File: src/rtl/echo_tof_detector.sv
// Echo time-of-flight detector: rectifies filtered samples after a transmit start,
// qualifies a debounced threshold crossing, and reports tof/peak or a timeout pulse.
module echo_tof_detector #(
  parameter int DW       = 16,
  parameter int CW       = 16,
  parameter int DEBOUNCE = 3
) (
  input  logic                 clk,
  input  logic                 rst,
  input  logic                 en,
  input  logic                 start,
  input  logic signed [DW-1:0] X,
  input  logic [DW-1:0]        threshold,
  input  logic [CW-1:0]        max_count,
  output logic [CW-1:0]        tof,
  output logic [DW-1:0]        peak,
  output logic                 valid,
  output logic                 timeout,
  output logic                 busy
);

  localparam int HW = $clog2(DEBOUNCE + 1);

  typedef enum logic {IDLE, LISTEN} state_t;

  state_t        state_q, state_d;
  logic [CW-1:0] count_q, count_d;
  logic [CW-1:0] run_start_q, run_start_d;
  logic [HW-1:0] hits_q, hits_d;
  logic [CW-1:0] tof_q, tof_d;
  logic [DW-1:0] peak_q, peak_d;
  logic          valid_q, valid_d;
  logic          timeout_q, timeout_d;

  logic [DW-1:0] mag;
  logic [HW-1:0] hits_inc;
  logic          hit, take, last, detect, expire;

  // The most negative code has no positive twin, so it saturates to max positive.
  always_comb begin
    mag = X;
    if (X[DW-1]) begin
      if (X == {1'b1, {(DW-1){1'b0}}}) mag = {1'b0, {(DW-1){1'b1}}};
      else                             mag = $unsigned(-X);
    end
  end

  assign hit      = (mag >= threshold);
  assign hits_inc = hits_q + HW'(1);
  assign take     = (state_q == LISTEN) && en && !start;
  assign last     = (max_count == '0) || (count_q == max_count - CW'(1));
  assign detect   = take && hit && (hits_inc == HW'(DEBOUNCE));
  assign expire   = take && !detect && last;

  always_ff @(posedge clk or posedge rst) begin
    if (rst) state_q <= IDLE;
    else     state_q <= state_d;
  end

  always_comb begin
    state_d = state_q;
    case (state_q)
      IDLE:    if (start) state_d = LISTEN;
      LISTEN:  if (!start && (detect || expire)) state_d = IDLE;
      default: state_d = IDLE;
    endcase
  end

  always_comb begin
    busy      = (state_q == LISTEN);
    valid_d   = detect;
    timeout_d = expire;
  end

  always_comb begin
    count_d     = count_q;
    run_start_d = run_start_q;
    hits_d      = hits_q;
    tof_d       = tof_q;
    peak_d      = peak_q;
    if (start) begin
      count_d     = '0;
      run_start_d = '0;
      hits_d      = '0;
      peak_d      = '0;
    end else if (take) begin
      count_d = count_q + CW'(1);
      if (mag > peak_q) peak_d = mag;
      if (hit) begin
        if (hits_q == '0) run_start_d = count_q;
        hits_d = hits_inc;
      end else begin
        hits_d = '0;
      end
      // A run that starts on this very sample has no stored run_start yet.
      if (detect)      tof_d = (hits_q == '0) ? count_q : run_start_q;
      else if (expire) tof_d = '1;
    end
  end

  always_ff @(posedge clk or posedge rst) begin
    if (rst) begin
      count_q     <= '0;
      run_start_q <= '0;
      hits_q      <= '0;
      tof_q       <= '0;
      peak_q      <= '0;
      valid_q     <= 1'b0;
      timeout_q   <= 1'b0;
    end else begin
      count_q     <= count_d;
      run_start_q <= run_start_d;
      hits_q      <= hits_d;
      tof_q       <= tof_d;
      peak_q      <= peak_d;
      valid_q     <= valid_d;
      timeout_q   <= timeout_d;
    end
  end

  assign tof     = tof_q;
  assign peak    = peak_q;
  assign valid   = valid_q;
  assign timeout = timeout_q;

endmodule

File: config.mk
export PLATFORM = sky130hd
export DESIGN_NAME = echo_tof_detector
export DESIGN_NICKNAME = d
export VERILOG_FILES = /design/src/rtl/echo_tof_detector.sv
export SDC_FILE = /design/constraint.sdc
export NUM_CORES = 1
export LEC_CHECK = 0
export CAP_MARGIN = 10
export CORE_ASPECT_RATIO = 1.75
export CORE_MARGIN = 2
export CORE_UTILIZATION = 49
export CTS_CLUSTER_SIZE = 20
export DETAILED_ROUTE_END_ITERATION = 16
export PLACE_DENSITY = 0.74
export RECOVER_POWER = 100
export SYNTH_ARGS = -nofsm -noshare
export SYNTH_HDL_FRONTEND = slang
export SYNTH_SLANG_ARGS = --single-unit
File: constraint.sdc
create_clock -name clk -period 2.2 [get_ports clk]
set_input_delay 0.44 -clock clk [delete_from_list [all_inputs] [get_ports clk]]
set_output_delay 0.44 -clock clk [all_outputs]
set_load 0.05 [all_outputs]
# After elaboration in Yosys (flattened, before gate mapping)
# Index checks and enable logic that the tools add are counted.
totals:
  ff_bits: 69
  latchBits: 0
  ramBits: 0
  mem_bits_ro: 0
  input_bits: 52
  output_inout_bits: 35
  mem_count: 0
classes:
  addsub: 4
  multipliers: 0
  n_div: 0
  n_lt_le_gt_ge: 2
  n_eq_ne: 3
  shifts: 0
  mux: 19
  bitwise: 2
  reduce_logical: 20
ops:
  columns: ["op", "count"]
  rows:
  - ["two-way mux 16 bit", 13]
  - ["adder 16 x 1 -> 16 bit, second input constant", 1]
  - ["== test 16 bit", 1]
  - ["== test 16 bit, second input constant", 1]
  - [">= comparator 16 bit", 1]
  - ["greater-than comparator 16 bit", 1]
  - ["zero test 16 bit", 1]
  - ["negator 16 bit", 1]
  - ["subtractor 16 x 1 -> 16 bit, second input constant", 1]
  - ["nonzero test 2 bit", 4]
  - ["logical AND 1 bit", 7]
  - ["two-way mux 2 bit", 3]
  - ["AND reduction 2 bit", 2]
  - ["AND reduction 3 bit", 1]
  - ["adder 2 x 1 -> 2 bit, second input constant", 1]
  - ["== test 2 bit, second input constant", 1]
  - ["zero test 1 bit", 2]
  - ["zero test 2 bit", 1]
  - ["logical OR 1 bit", 2]
  - ["two-way mux 1 bit", 2]
  - ["NOT 1 bit", 2]
  - ["case mux 1 bit (2 select lines)", 1]

# Logic depth before layout (Yosys ltp)
logic_depth:
  ltp_word: 13
  depth_mapped: 17

# Worst setup path after synthesis
# Ideal clock, no wire load.
synth_path:
  path_kind: "input to register"
  startpoint: "input port X[0]"
  endpoint: "register peak_q[10] (netlist: peak[10])"
  setup_time_ps: 132
  t_arrival_ps: 3361
  required_time_ps: 2068
  slack_ps: -1293
  cell_stages: 16
  cell_sequence: "inv_1 -> ha_1 -> nor3b_1 -> nand3_1 -> o31ai_1 -> nand2_1 -> mux2_2 -> ha_1 -> nand4_1 -> nor2_1 -> o21a_1 -> o31ai_1 -> a21oi_1 -> clkbuf_1 -> mux2i_1 -> nor2_1"
synth_via:
  elab_chain_cells: 6
  elab_cells_between_ends: 10
  cone_classes: "add/sub: 1; order compare: 1; eq/ne: 1; mux: 5; reduce/logical: 2"
synth_rtl:
  columns: ["element", "line", "text"]
  rows:
  - ["from (decl)", "12", "input logic signed [DW-1:0] X,"]
  - ["negator 16 bit or == test 16 bit (tied branches)", "44, 43", null]
  - ["two-way mux 16 bit", "43", "if (X == {1'b1, {(DW-1){1'b0}}}) mag = {1'b0, {(DW-1){1'b1}}};"]
  - ["two-way mux 16 bit (*)", "42", "if (X[DW-1]) begin"]
  - ["greater-than comparator 16 bit or two-way mux 16 bit (tied branches)", "88", "if (mag > peak_q) peak_d = mag;"]
  - ["nonzero test 2 bit (no line) or two-way mux 16 bit (tied branches)", null, null]
  - ["AND reduction 2 bit (no line) or two-way mux 16 bit (tied branches)", null, null]
  - ["to (signal assigned)", "115", "peak_q <= peak_d;"]
  - ["to (decl)", "31", "logic [DW-1:0] peak_q, peak_d;"]
# Every way passes the cells marked *; elsewhere a longest branch is shown, timed or not. The select of a mux whose other input is x is not followed.
# A chain may end at the register's enable or synchronous reset.

# Worst setup path in the final report
layout_path:
  startpoint: "input port X[1]"
  endpoint: "register peak_q[0] (netlist: peak[0])"
# The elaborated chain is that of the path after synthesis.

==> results.sh <==
export IMPL_status="finished, violations left"
export IMPL_violations="negative setup slack"
export IMPL_gp_congestion=0.880
export IMPL_powerDensity_mw_per_mm2=525
export IMPL_wirelength_microns=23900
export IMPL_grt_overflow=0
export IMPL_finalCriticalPeriod_ns=3.80
export IMPL_first_global_vias=5960
export IMPL_synth_edf_count=0
export IMPL_die_area_sq_mm=0.0109
export IMPL_worstPathCellList="buf_12 -> buf_6 -> nor4_4 -> nand4_1 -> buf_6 -> o31ai_4 -> nand2_1 -> mux2_4 -> ha_4 -> nand4_1 -> nor2_2 -> o21a_2 -> o31ai_4 -> a21oi_4 -> buf_6 -> nor2_1 -> a211oi_1"
export IMPL_seq_area_frac_synth_pct=35.0
export IMPL_dp_hpwl_microns=11800
export IMPL_die_width_microns=79.9
export IMPL_syn_avg_cell_area_sq_um=8.88
export IMPL_port_buffers=86
export IMPL_cts_buffers=9
export IMPL_drc=0
export IMPL_crit_family="compound AO/OA/AOI/OAI gates"
export IMPL_max_freq_ghz=0.263
export IMPL_start_util_pct=50.1
export IMPL_relSlewSlack_pct=49.0
export IMPL_die_height_microns=137
export IMPL_synth_area_sq_mm=0.00494
export IMPL_vias_per_cell=6.67
export IMPL_layout_setup_ws_ns=-1.60
export IMPL_cp_required_ns=2.38
export IMPL_skew_ns=0.00621
export IMPL_maxSlewViolCount=0
export IMPL_dp_slack_ns=-1.81
export IMPL_cp_slowest_stage_delay_ns=0.53
export IMPL_synth_nets=645
export IMPL_dr_first_iter_drc_count=727
export IMPL_yosysUniqueCellTypes=58
export IMPL_leakagePower_uw=0.00382
export IMPL_end_kind="register"
export IMPL_core_sq_mm=0.00985
export IMPL_hold_viol=0
export IMPL_drt_wirelength_per_cell_microns=26.3
export IMPL_async_flop_share_pct=100
export IMPL_min_path_type="register to register"
export IMPL_first_pass_iters=5
export IMPL_h_tree_depth=3
export IMPL_syn2layout_area_growth_pct=74.0
export IMPL_crit_arrival_ns=3.98
export IMPL_layout_commonest_cell="buf_4"
export IMPL_nets=868
export IMPL_ys_seq_elements=69
export IMPL_whs_ns=0.509
export IMPL_grt_util_all_layers_pct=36.8
export IMPL_path_max_fanout=5
export IMPL_num_antenna_cells=0
export IMPL_crit_slowest_cell="a211oi_1"
export IMPL_grt_first_pass_wirelength_microns=30100
export IMPL_synth_ff_type="dfrtp_1"
export IMPL_period_share_pct=173
export IMPL_std_cell_rows=48
export IMPL_synth_cells=556
export IMPL_grt_max_degree=44
export IMPL_clk_pin_slew_ns=0.06
export IMPL_ir_drop_uv=471
export IMPL_mostFrequentLayoutCells="buf_4, dfrtp_1, clkdlybuf4s50_1"
export IMPL_drive_above_1_share_pct=42.8
export IMPL_crit_path_start_kind="input port"
export IMPL_antenna_found_initial=0
export IMPL_cts_root_buffer="clkbuf_16"
export IMPL_cap_viol_max_count=0
export IMPL_rsz0062_at_grt="yes"
export IMPL_worstSetupPathType="input port to register"
export IMPL_insertion_delay_ns=0.35
export IMPL_clkSinkCount=69
export IMPL_worst_path_buf_inv=4
export IMPL_ys_warn_count=0
export IMPL_pin_count=87
export IMPL_clock_tree_buffer_depth=2
export IMPL_vias=6055
export IMPL_worst_pin_slew_ns=0.764
export IMPL_cts_tree="yes"
export IMPL_cpMostUsedCell="buf_6"
export IMPL_setup_viol=56
export IMPL_detail_route_antenna_nets=0
what timing repair did:
item	4_1_cts	5_1_grt
resized for setup	117	125
hold buffers	0	0
pin swaps	54	85
setup endpoints to repair	53	53
setup buffers	14	18
gates cloned	7	0
cell families after synthesis:
group / synth area share (%)
fa+ha+maj: 9.38
simple gates: 18.8
flops: 35.0
buf+inv: 6.06
mux: 5.73
compound gates: 16.5
xor+xnor: 8.52
stage by stage:
stage / total power [uW] / instance area (sq um) / setup TNS [ns] / utilization, % / cells
after floorplan: 1970 / 5170 / -38.75 / - / 556
after global placement: 2470 / 6990 / -86.82 / 70.9 / 859
after detailed placement: 2510 / 6990 / -90.95 / 70.9 / 859
after CTS: 4150 / 7960 / -45.09 / 80.8 / 895
after global routing: 4600 / 8590 / -63.49 / 87.2 / 908
final: 4510 / 8590 / -58.99 / 87.2 / 908
state kept, by name, summed over array words and instances (netlist names):
register     cells
count_q         16
peak            16
run_start_q     16
tof             16
hits_q           2
busy             1
timeout          1
valid            1
per-layer routing:
layer  routed length [microns]  GRT usage (%)
met3                      1770           6.86
met4                      2840           28.2
met2                     12000           69.0
met1                      7260           33.8
met5                         0              0
power by group:
group          leakage [uW]  internal (uW)  switching (uW)  total (uW)
sequential         0.000947           1310            52.2        1360
clock              0.000147            986             615        1600
combinational       0.00272            675             869        1540
area by class of cell:
class	instances	area, sq um
well taps	125	156
repair inverters	3	48.8
clock inverters	6	88.8
repair buffers	239	2180
fillers	443	1260
multi-input cells	414	3970
inverters	43	191
flip-flops and latches	69	1730
clock buffers	9	225
final timing paths:
kind                                                  start                     endpoint  slack [ns]  depth (start not counted)
worst max-delay path                                   X[1]          peak[0]$_DFFE_PP0P_       -1.60                         17
worst min-delay path            run_start_q[13]$_DFFE_PP0P_  run_start_q[13]$_DFFE_PP0P_        0.51                          1
worst max register to register         peak[11]$_DFFE_PP0P_          peak[0]$_DFFE_PP0P_       -0.58                          9
worst min register to register  run_start_q[13]$_DFFE_PP0P_  run_start_q[13]$_DFFE_PP0P_        0.51                          1
max in group asynchronous                               rst      count_q[12]$_DFFE_PP0P_        0.50                          3
min in group asynchronous                               rst              valid$_DFF_PP0_        0.59                          2
Yosys cell counts, types with 10 or more instances:
cell      number  area, sq um
xnor2_1       19          166
nor3_1        31          155
clkbuf_1      25         93.8
o22ai_1       16          100
a21oi_1       34          170
a311oi_1      10         87.6
a31oi_1       11         68.8
ha_1          37          463
mux2_2        18          203
o21ai_0       12         60.1
nand2_1       42          158
dfrtp_1       69         1730
inv_1         42          158
a22o_1        16          140
nand3_1       13         65.1
xor2_1        29          254
nor2_1        46          173
Note: power is estimated with default switching activity, not from simulation.
